### config.mk
export PLATFORM = sky130hd
export DESIGN_NAME = lif_neuron_sequencer_flat
export DESIGN_NICKNAME = d
export VERILOG_FILES = /design/src/rtl/lif_neuron_sequencer_if.sv /design/src/rtl/lif_neuron_sequencer.sv /design/src/flat_wrapper.sv
export SDC_FILE = /design/constraint.sdc
export NUM_CORES = 1
export LEC_CHECK = 0
export BUFFER_PORTS_ARGS = -buffer_cell sky130_fd_sc_hd__buf_2
export CAP_MARGIN = 30
export CORE_MARGIN = 4
export CORE_UTILIZATION = 45
export CTS_CLUSTER_DIAMETER = 40
export DETAILED_ROUTE_END_ITERATION = 10
export HOLD_SLACK_MARGIN = 0.06
export PLACE_DENSITY = 0.66
export RECOVER_POWER = 50
export SYNTH_ARGS = -nofsm -noshare
export SYNTH_HDL_FRONTEND = slang
export SYNTH_SLANG_ARGS = --single-unit
### constraint.sdc
create_clock -name clk -period 11.65 [get_ports clk]
set_clock_uncertainty 0.2 [all_clocks]
set_input_delay 1.7475 -clock clk [delete_from_list [all_inputs] [get_ports clk]]
set_output_delay 1.7475 -clock clk [all_outputs]
set_load 0.02 [all_outputs]
### src/rtl/lif_neuron_sequencer_if.sv
// Handshake and data bundle between the LIF neuron sequencer and its
// post-synaptic buffer / controller. The sequencer uses the master modport.
interface lif_neuron_sequencer_if #(
    parameter int unsigned NUM_NEURON = 18
);
    logic                     i_start;
    logic                     i_init;
    logic                     i_clr;
    logic [NUM_NEURON*16-1:0] i_current;
    logic [4:0]               i_inhbt;
    logic                     o_valid;
    logic                     o_spike;
    logic [4:0]               o_neuron_idx;
    logic                     o_s_init;
    logic                     o_cnt_clr;
    logic                     o_busy;
    logic                     o_done;

    modport master (
        input  i_start, i_init, i_clr, i_current, i_inhbt,
        output o_valid, o_spike, o_neuron_idx, o_s_init, o_cnt_clr, o_busy, o_done
    );

    modport slave (
        output i_start, i_init, i_clr, i_current, i_inhbt,
        input  o_valid, o_spike, o_neuron_idx, o_s_init, o_cnt_clr, o_busy, o_done
    );
endinterface

### src/rtl/lif_neuron_sequencer.sv
// Time-multiplexed leaky-integrate-and-fire neuron sequencer. One shared
// datapath sweeps the neuron indices one per cycle; each result is emitted as
// a registered valid/spike/index beat towards the post-synaptic buffer.
module lif_neuron_sequencer #(
    parameter int unsigned NUM_NEURON = 18,
    parameter logic [15:0] V_TH       = 16'd4096,
    parameter int unsigned LEAK_SHIFT = 4,
    parameter logic [15:0] INH_W      = 16'd256,
    parameter int unsigned REFRAC     = 2
) (
    input  logic                   clk,
    input  logic                   rst_n,
    lif_neuron_sequencer_if.master bus
);
    localparam logic [4:0] LAST_IDX = 5'(NUM_NEURON - 1);

    typedef enum logic [1:0] {IDLE, INIT, RUN, DONE} state_t;

    state_t             r_state;
    state_t             w_state_nxt;

    logic [4:0]         r_idx;
    logic [4:0]         r_inh_q;
    logic [15:0]        r_v [NUM_NEURON];
    logic [2:0]         r_r [NUM_NEURON];
    logic               r_clr_q;

    logic               r_valid;
    logic               r_spike;
    logic [4:0]         r_idx_out;
    logic               r_s_init;
    logic               r_cnt_clr;
    logic               r_busy;
    logic               r_done;

    logic               w_last;
    logic               w_take_init;
    logic               w_take_clr;
    logic               w_take_start;

    logic signed [15:0] w_cur;
    logic [15:0]        w_v;
    logic [2:0]         w_r;
    logic signed [21:0] w_v_s;
    logic signed [21:0] w_leak_s;
    logic signed [21:0] w_cur_s;
    logic signed [21:0] w_inh_s;
    logic signed [21:0] w_t;
    logic [15:0]        w_t_sat;
    logic               w_fire;

    // Membrane potential is kept as unsigned 16 bit; negative sums floor at 0.
    function automatic logic [15:0] sat_u16(input logic signed [21:0] x);
        logic [15:0] y;
        if (x < 22'sd0) begin
            y = 16'd0;
        end else if (x > 22'sd65535) begin
            y = 16'hFFFF;
        end else begin
            y = x[15:0];
        end
        return y;
    endfunction

    // Requests are only honoured in IDLE; init beats clear, clear beats start.
    assign w_last       = (r_idx == LAST_IDX);
    assign w_take_init  = (r_state == IDLE) && bus.i_init;
    assign w_take_clr   = (r_state == IDLE) && !bus.i_init && bus.i_clr;
    assign w_take_start = (r_state == IDLE) && !bus.i_init && !bus.i_clr && bus.i_start;

    // Shared neuron datapath for the neuron currently addressed by r_idx.
    assign w_cur    = bus.i_current[{r_idx, 4'd0} +: 16];
    assign w_v      = r_v[r_idx];
    assign w_r      = r_r[r_idx];
    assign w_v_s    = $signed({6'd0, w_v});
    assign w_leak_s = $signed({6'd0, (w_v >> LEAK_SHIFT)});
    assign w_cur_s  = {{6{w_cur[15]}}, w_cur};
    assign w_inh_s  = $signed({6'd0, INH_W} * {17'd0, r_inh_q});
    assign w_t      = w_v_s - w_leak_s + w_cur_s - w_inh_s;
    assign w_t_sat  = sat_u16(w_t);
    assign w_fire   = (w_t_sat >= V_TH);

    // State register.
    always_ff @(posedge clk or negedge rst_n) begin
        if (!rst_n) begin
            r_state <= IDLE;
        end else begin
            r_state <= w_state_nxt;
        end
    end

    // Next-state decode: sweeps last NUM_NEURON cycles, then one DONE cycle.
    always_comb begin
        w_state_nxt = r_state;
        case (r_state)
            IDLE: begin
                if (w_take_init) begin
                    w_state_nxt = INIT;
                end else if (w_take_start) begin
                    w_state_nxt = RUN;
                end
            end
            INIT, RUN: begin
                if (w_last) begin
                    w_state_nxt = DONE;
                end
            end
            DONE:    w_state_nxt = IDLE;
            default: w_state_nxt = IDLE;
        endcase
    end

    // Neuron state update and registered output beats; reset wipes everything.
    always_ff @(posedge clk or negedge rst_n) begin
        if (!rst_n) begin
            r_idx     <= '0;
            r_inh_q   <= '0;
            r_clr_q   <= 1'b0;
            r_valid   <= 1'b0;
            r_spike   <= 1'b0;
            r_idx_out <= '0;
            r_s_init  <= 1'b0;
            r_cnt_clr <= 1'b0;
            r_busy    <= 1'b0;
            r_done    <= 1'b0;
            for (int n = 0; n < NUM_NEURON; n++) begin
                r_v[n] <= '0;
                r_r[n] <= '0;
            end
        end else begin
            // The clear request is acknowledged one edge after it is taken.
            r_clr_q   <= w_take_clr;
            r_cnt_clr <= r_clr_q;
            r_valid   <= 1'b0;
            r_spike   <= 1'b0;
            r_idx_out <= '0;
            r_s_init  <= 1'b0;
            r_busy    <= 1'b0;
            r_done    <= 1'b0;
            case (r_state)
                IDLE: begin
                    r_idx <= '0;
                    if (w_take_start) begin
                        r_inh_q <= bus.i_inhbt;
                    end
                end
                INIT: begin
                    r_v[r_idx] <= '0;
                    r_r[r_idx] <= '0;
                    r_valid    <= 1'b1;
                    r_s_init   <= 1'b1;
                    r_idx_out  <= r_idx;
                    r_busy     <= 1'b1;
                    r_idx      <= w_last ? 5'd0 : r_idx + 5'd1;
                end
                RUN: begin
                    r_valid   <= 1'b1;
                    r_idx_out <= r_idx;
                    r_busy    <= 1'b1;
                    if (w_r != 3'd0) begin
                        r_r[r_idx] <= w_r - 3'd1;
                        r_v[r_idx] <= '0;
                    end else if (w_fire) begin
                        r_spike    <= 1'b1;
                        r_v[r_idx] <= '0;
                        r_r[r_idx] <= 3'(REFRAC);
                    end else begin
                        r_v[r_idx] <= w_t_sat;
                    end
                    r_idx <= w_last ? 5'd0 : r_idx + 5'd1;
                end
                DONE: begin
                    r_done <= 1'b1;
                    r_busy <= 1'b1;
                    r_idx  <= '0;
                end
                default: r_idx <= '0;
            endcase
        end
    end

    assign bus.o_valid      = r_valid;
    assign bus.o_spike      = r_spike;
    assign bus.o_neuron_idx = r_idx_out;
    assign bus.o_s_init     = r_s_init;
    assign bus.o_cnt_clr    = r_cnt_clr;
    assign bus.o_busy       = r_busy;
    assign bus.o_done       = r_done;
endmodule
### src/flat_wrapper.sv
// flat-port wrapper written by rule: the top's interface ports become plain ports
module lif_neuron_sequencer_flat 
#(
    parameter int unsigned NUM_NEURON = 18,
    parameter logic [15:0] V_TH       = 16'd4096,
    parameter int unsigned LEAK_SHIFT = 4,
    parameter logic [15:0] INH_W      = 16'd256,
    parameter int unsigned REFRAC     = 2
)
  (clk, rst_n, bus_i_start, bus_i_init, bus_i_clr, bus_i_current, bus_i_inhbt, bus_o_valid, bus_o_spike, bus_o_neuron_idx, bus_o_s_init, bus_o_cnt_clr, bus_o_busy, bus_o_done);
  lif_neuron_sequencer_if #(.NUM_NEURON(NUM_NEURON)) bus_i ();
  input  logic clk;
  input  logic rst_n;
  input wire logic [$bits(bus_i.i_start)-1:0] bus_i_start;
  input wire logic [$bits(bus_i.i_init)-1:0] bus_i_init;
  input wire logic [$bits(bus_i.i_clr)-1:0] bus_i_clr;
  input wire logic [$bits(bus_i.i_current)-1:0] bus_i_current;
  input wire logic [$bits(bus_i.i_inhbt)-1:0] bus_i_inhbt;
  output wire logic [$bits(bus_i.o_valid)-1:0] bus_o_valid;
  output wire logic [$bits(bus_i.o_spike)-1:0] bus_o_spike;
  output wire logic [$bits(bus_i.o_neuron_idx)-1:0] bus_o_neuron_idx;
  output wire logic [$bits(bus_i.o_s_init)-1:0] bus_o_s_init;
  output wire logic [$bits(bus_i.o_cnt_clr)-1:0] bus_o_cnt_clr;
  output wire logic [$bits(bus_i.o_busy)-1:0] bus_o_busy;
  output wire logic [$bits(bus_i.o_done)-1:0] bus_o_done;
  assign bus_i.i_start = bus_i_start;
  assign bus_i.i_init = bus_i_init;
  assign bus_i.i_clr = bus_i_clr;
  assign bus_i.i_current = bus_i_current;
  assign bus_i.i_inhbt = bus_i_inhbt;
  assign bus_o_valid = bus_i.o_valid;
  assign bus_o_spike = bus_i.o_spike;
  assign bus_o_neuron_idx = bus_i.o_neuron_idx;
  assign bus_o_s_init = bus_i.o_s_init;
  assign bus_o_cnt_clr = bus_i.o_cnt_clr;
  assign bus_o_busy = bus_i.o_busy;
  assign bus_o_done = bus_i.o_done;
  lif_neuron_sequencer #(.NUM_NEURON(NUM_NEURON), .V_TH(V_TH), .LEAK_SHIFT(LEAK_SHIFT), .INH_W(INH_W), .REFRAC(REFRAC)) u_core (.clk(clk), .rst_n(rst_n), .bus(bus_i));
endmodule
# Yosys cells after proc, flatten, opt, wreduce, memory -nomap -nowiden
# Index checks and enable logic that the tools add are counted.
[word_totals] reg_bits=366 latchBits=0 mem_bits_rw=0 rom_bits=0 in_bits=298 out_inout_bits=11 elab_cells=124 mem_count=0
[op_classes] add_sub_neg=5 multipliers=0 div=0 order_cmp=5 eq_ne=7 shift=1 muxes=34 bitwise_logic=8 reduce_logical=17
[op_table] operator="$mux W288" n=2
[op_table] operator="$pmux W288 S2" n=1
[op_table] operator="$and A288 B288 Y288" n=1
[op_table] operator="$bwmux W288" n=1
[op_table] operator="$not A288 Y288" n=1
[op_table] operator="$shiftx A288 B10 Y16" n=1
[op_table] operator="$mux W54" n=2
[op_table] operator="$pmux W54 S2" n=1
[op_table] operator="$bmux W16 S5" n=1
[op_table] operator="$demux W16 S5" n=1
[op_table] operator="$mux W16" n=5
[op_table] operator="$and A54 B54 Y54" n=1
[op_table] operator="$bwmux W54" n=1
[op_table] operator="$not A54 Y54" n=1
[op_table] operator="$and A36 B36 Y36" n=1
[op_table] operator="$not A36 Y36" n=1
[op_table] operator="$gt A22 B17 Y1 const B" n=1
[op_table] operator="$lt A22 B1 Y1 const B" n=1
[op_table] operator="$sub A22 B14 Y22" n=1
[op_table] operator="$add A17 B16 Y18" n=1
[op_table] operator="$or A18 B18 Y18" n=1
[op_table] operator="$sub A16 B12 Y17" n=1
[op_table] operator="$ge A16 B13 Y1 const B" n=1
[op_table] operator="$bmux W3 S5" n=1
[op_table] operator="25 further kinds" n=47

# Logic depth before layout (Yosys ltp)
[depth] depth_word=14 ltp_mapped=38 mapped_depth_nobuf=31

# Least setup slack after synthesis
# OpenSTA, ideal clock, no wires.
[synth_timing] kind="reg-to-reg" from="reg u_core.r_idx[1]" to="reg u_core.r_r[0] (netlist bit)" setup_time_ps=135 t_arrival_ps=7961 required_ps=11315 slack_ps=3354 path_stages_with_launch=37 path_buffers=8 period_less_slack_ps=8296 path_cell_list="dfrtp_1 > clkbuf_1 > clkbuf_1 > buf_1 > clkbuf_1 > buf_1 > clkbuf_1 > mux4_2 > nand2_1 > o221ai_1 > ha_1 > fa_1 > nor2b_1 > o21ai_0 > a21boi_0 > o21ai_0 > a21boi_0 > nor2_1 > ha_1 > o21ai_0 > nand2b_1 > o41a_1 > xnor2_1 > ha_1 > inv_1 > fa_1 > a21o_1 > a21oi_1 > nor2b_1 > nor2_1 > xnor3_1 > a2bb2oi_1 > clkbuf_1 > clkbuf_1 > o31ai_1 > a21oi_1 > o22ai_1"
[synth_via] elab_chain_len=13 elab_cells_between_ends=33 cone_classes="4 x add/sub; 5 x order compare; 1 x eq/ne; 1 x shift; 14 x mux; 5 x bitwise; 3 x reduce/logical"
[synth_rtl] item="start, declared" line_no="lif_neuron_sequencer.sv:22" source="logic [4:0] r_idx;"
[synth_rtl] item="start signal, assigned" line_no="lif_neuron_sequencer.sv:154" source="r_idx <= w_last ? 5'd0 : r_idx + 5'd1;"
[synth_rtl] item="start signal, assigned" line_no="lif_neuron_sequencer.sv:170" source="r_idx <= w_last ? 5'd0 : r_idx + 5'd1;"
[synth_rtl] item="$not A5 Y6 (implied by the code)"
[synth_rtl] item="$bmux W16 S5" line_no="lif_neuron_sequencer.sv:73" source="assign w_v = r_v[r_idx];"
[synth_rtl] item="$mux W16 (implied by the code) (2 in a row)" line_no="lif_neuron_sequencer.sv:73"
[synth_rtl] item="$sub A16 B12 Y17" line_no="lif_neuron_sequencer.sv:79" source="assign w_t = w_v_s - w_leak_s + w_cur_s - w_inh_s;"
[synth_rtl] item="$add A17 B16 Y18" line_no="lif_neuron_sequencer.sv:79"
[synth_rtl] item="$sub A22 B14 Y22" line_no="lif_neuron_sequencer.sv:79"
[synth_rtl] item="$gt A22 B17 Y1" line_no="lif_neuron_sequencer.sv:57" source="end else if (x > 22'sd65535) begin"
[synth_rtl] item="$mux W16" line_no="lif_neuron_sequencer.sv:57"
[synth_rtl] item="$mux W16" line_no="lif_neuron_sequencer.sv:55" source="if (x < 22'sd0) begin"
[synth_rtl] item="$ge A16 B13 Y1" line_no="lif_neuron_sequencer.sv:81" source="assign w_fire = (w_t_sat >= V_TH);"
[synth_rtl] item="$ne A3 B1 Y1 (no source line)"
[synth_rtl] item="$reduce_and A2 Y1 (no source line)"
[synth_rtl] item="end signal, assigned by index" line_no="lif_neuron_sequencer.sv:161" source="r_r[r_idx] <= w_r - 3'd1;"
[synth_rtl] item="end signal, assigned by index" line_no="lif_neuron_sequencer.sv:166" source="r_r[r_idx] <= 3'(REFRAC);"
[synth_rtl] item="end, declared" line_no="lif_neuron_sequencer.sv:25" source="logic [2:0] r_r [NUM_NEURON];"
# Parallel ways exist; a longest one is shown, timed or not. The select of a mux whose other input is x is not followed.
# A chain may end at the register's enable or synchronous reset.

# Final worst setup path
[layout_timing] from="reg u_core.r_idx[1]" to="reg u_core.r_v[25] (netlist bit)"
[layout_via] elab_chain_len=14 elab_cells_between_ends=28 cone_classes="3 x add/sub; 5 x order compare; 1 x shift; 14 x mux; 3 x bitwise; 2 x reduce/logical"
[layout_rtl] item="$not A5 Y6 (implied by the code)"
[layout_rtl] item="$bmux W16 S5" line_no="lif_neuron_sequencer.sv:73"
[layout_rtl] item="$mux W16 (implied by the code) (2 in a row)" line_no="lif_neuron_sequencer.sv:73"
[layout_rtl] item="$sub A16 B12 Y17" line_no="lif_neuron_sequencer.sv:79"
[layout_rtl] item="$add A17 B16 Y18" line_no="lif_neuron_sequencer.sv:79"
[layout_rtl] item="$sub A22 B14 Y22" line_no="lif_neuron_sequencer.sv:79"
[layout_rtl] item="$gt A22 B17 Y1" line_no="lif_neuron_sequencer.sv:57"
[layout_rtl] item="$mux W16" line_no="lif_neuron_sequencer.sv:57"
[layout_rtl] item="$mux W16" line_no="lif_neuron_sequencer.sv:55"
[layout_rtl] item="$ge A16 B13 Y1 or $bwmux W288 (tied branches)" line_no="lif_neuron_sequencer.sv:81, lif_neuron_sequencer.sv:168"
[layout_rtl] item="$mux W288" line_no="lif_neuron_sequencer.sv:163" source="end else if (w_fire) begin"
[layout_rtl] item="$mux W288" line_no="lif_neuron_sequencer.sv:160" source="if (w_r != 3'd0) begin"
[layout_rtl] item="$pmux W288 S2 *" line_no="lif_neuron_sequencer.sv:140" source="case (r_state)"
[layout_rtl] item="end signal, assigned by index" line_no="lif_neuron_sequencer.sv:168" source="r_v[r_idx] <= w_t_sat;"
[layout_rtl] item="end, declared" line_no="lif_neuron_sequencer.sv:24" source="logic [15:0] r_v [NUM_NEURON];"
# Mark *: on every way between the ends. The rest lies on a longest branch, timed or not. The select of a mux whose other input is x is not followed.

==> metrics <==
Max Fclk 98.80 MHz; Worst EP arrival 10.31 ns; Max Cap Violations 2; post-synthesis mux area share 17.67%; post-DP HPWL 47.39 mm; total length of routed wires 68.99 mm; ys flop type dfrtp_1; drt initial violations 1692; Synth Area in Compound Gates 14.74%; Layout Nets 2562; CTS resizes 0; wire per inst 24.19 um; clock buffer depth 3; CP max FO 63; core area 44320 um^2; # hold bufs at CTS 0; Critical Path Most Common Cell a21oi_1; All-Layer GR Usage 28.03%; number of synthesized flops with an enable pin 0; post-synth cell types 69; share of post-route cells with drive strength above 1 26.05%; dpl cells 2754; Reg area 9164 um^2; failing checks capacitance limit, slew limit; initial antenna violation count 10; ys async rst share 100.0%; worst slack at placement 2.770 ns; clock sinks 366; vias in the first global route 17202; final hold vios 0; Post-CTS Setup Bufs 0; RSZ-0062 raised after global routing no; slowest CP cell dfrtp_1; first-pass GRT wire length 103.3 mm; final setup fails 0; setup tns final 0 ns; Overflow after GRT 0; Worst EP required 11.84 ns; post-route setup slack 1.529 ns; CP startpoint kind flop; fin cells 2852; Post-Synth XOR/XNOR Area 1.279%; post-synthesis sequential area ratio 45.23%; CTS buffer count 49; Synth Cell Area 20250 um^2; Die W 220.1 um; CTS tree done; Crit path largest cell delay 2.40 ns; Mapped Nets 2310; number of synthesized register bits 366; die height 220.1 um; Worst Max-Slew Pin Slew 6.439 ns; DRC 0; YS warnings 0; min cycle time layout 10.12 ns; drt pass-1 iters 5; final number of max-transition violations 182; die area 48450 um^2; area grow syn2layout 18.67%; DR vias/cell 6.015; port bufs 308; simple-gate area share of the yosys netlist 13.49%; clock-pin transition on the worst setup and hold timing paths 0.06 ns; CP Capture Type flop; worst hold path class reg2reg; gp weighted congestion 0.8838; critical path class reg2reg; Final Cycle Share 86.88%; H-tree depth 2; CTS Root Buffer Type clkbuf_16; # IOs 309; Initial Utilization 45.69%; Cell Chain, Critical Path buf_4, mux4_2, nand2_1, a21oi_1, a21oi_1, o221a_2, ha_1, or2_2, a21oi_1, a21oi_1, a41o_1, o31ai_1, a21boi_0, ha_1, o21ai_0, nor2_1, a2111oi_0, o211ai_2, a21oi_1, nand3b_1, mux2_2, nor3_4, o21ai_0; syn_area_per_cell 10.31 um^2; worst path bufs/invs 1; Slew HR -329.3%; largest net degree at the start of global routing 172; post-synthesis adder-cell area fraction 3.139%; largest family of logic cells by synthesized area multiplexers; Mapped Cells 1963; Fillers 3916; Vias 17155; Skew-Pair Late Insertion Delay 0.57 ns; Top Family by Delay on Critical Path compound AO/OA/AOI/OAI gates; area of the multi-input gates 10240 um^2; antenna-violating nets left 0; status complete, but fails checks; num rows 77
placed cells by master (no fill, tap or decap), types with 5 or more instances in the layout:
cell type / count
nor3_1: 5
a21boi_0: 5
buf_2: 294
a21o_1: 6
diode_2: 7
clkbuf_16: 51
o21ai_1: 107
o221a_2: 12
and2_0: 22
o21ai_0: 146
mux2i_1: 38
o31ai_1: 20
xnor2_1: 23
mux4_2: 140
nor3_4: 7
inv_6: 9
inv_1: 89
clkbuf_8: 9
nand3_1: 16
o21a_1: 8
o22ai_1: 37
dfrtp_1: 364
and2_1: 64
nor2_1: 34
o221ai_1: 20
a21oi_1: 120
nand2_1: 392
bufinv_16: 5
ha_1: 46
nor2b_1: 9
and3_1: 12
nand2b_1: 5
buf_4: 22
clkbuf_1: 23
o211ai_1: 7
path summary, 6_finish.rpt:
path	from	end	cells past startpoint	slack, ns
min in group asynchronous	rst_n	u_core.r_v[62]$_DFFE_PN0P_	1	3.33
worst min-delay path	u_core.r_clr_q$_DFF_PN0_	u_core.bus.o_cnt_clr$_DFF_PN0_	0	0.15
max in group asynchronous	rst_n	u_core.r_idx[0]$_DFF_PN0_	1	3.33
worst max-delay path	u_core.r_idx[1]$_DFF_PN0_	u_core.r_v[25]$_DFFE_PN0P_	23	1.53
worst max register to register	u_core.r_idx[1]$_DFF_PN0_	u_core.r_v[25]$_DFFE_PN0P_	23	1.53
worst min register to register	u_core.r_clr_q$_DFF_PN0_	u_core.bus.o_cnt_clr$_DFF_PN0_	0	0.15
cell usage after synthesis (all sizes together) (15+ instances only):
cell type,n,area (um^2)
nand2,392,1471
buf,52,240.2
o31ai,20,150.1
and2,86,538.0
xnor2,23,201.4
o21ai,253,1266
clkbuf,84,319.1
mux4,140,3153
ha,46,575.6
dfrtp,366,9159
nor3,15,131.4
mux2i,38,380.4
nand3,16,80.08
nor2,36,137.6
inv,90,337.8
o22ai,37,231.5
a21oi,122,618.1
o221ai,20,175.2
stage by stage:
stage	hold WS [ns]	cell area [um^2]	utilization (%)
2_1_floorplan	0.1312	20250	-
3_3_place_gp	0.1340	22230	50.17
3_5_place_dp	0.1362	22300	50.32
4_1_cts	0.1541	24020	54.20
5_1_grt	0.1745	24030	54.22
6_report	0.1519	24030	54.22
flip-flops by register name, indices dropped and copies added, names as in the netlist, 2 cells and up:
signal and flops:
u_core.bus.o_neuron_idx 5, u_core.r_idx 5, u_core.r_inh_q 5, u_core.r_r 54, u_core.r_state 2, u_core.r_v 288
metal layers:
metal | up-vias | wire [um] | global-route usage (%) | part of all wire (%)
met5 | - | 26 | 0 | 0.038
li1 | 7542 | - | - | -
met2 | 812 | 33120 | 44.88 | 48
met3 | 170 | 5718 | 6.315 | 8.3
met4 | 4 | 3904 | 16.01 | 5.7
met1 | 8627 | 26220 | 35.28 | 38
worst reg2reg max path: stages, from the launching register on:
cell,delay (ns)
dfrtp_1,2.40
buf_4,0.76
mux4_2,0.43
nand2_1,0.15
a21oi_1,0.13
a21oi_1,0.32
o221a_2,0.27
ha_1,0.25
or2_2,0.29
a21oi_1,0.17
a21oi_1,0.11
a41o_1,0.31
o31ai_1,0.39
a21boi_0,0.28
ha_1,0.37
o21ai_0,0.39
nor2_1,0.07
a2111oi_0,0.51
o211ai_2,0.21
a21oi_1,0.28
nand3b_1,0.11
mux2_2,0.47
nor3_4,0.85
o21ai_0,0.24
cells by family after synthesis:
| family | after synthesis |
|---|---|
| compound gates | 514 |
| xor+xnor | 28 |
| fa+ha+maj | 49 |
| buf+inv | 227 |
| flops | 366 |
| mux | 182 |
| simple gates | 597 |
area by class of cell:
type                            count  area share [%]
Inverter                           91           1.422
Multi-Input combinational cell   1370           42.61
Tap cell                          592           3.083
Timing Repair Buffer              337           7.524
Clock inverter                     21           1.203
Antenna cell                        7         0.07290
Clock buffer                       68           5.952
Sequential cell                   366           38.14
Power is left out: the tool's default activity adds up to more than one toggle a clock period on the data nets, which glitch-free logic cannot reach.
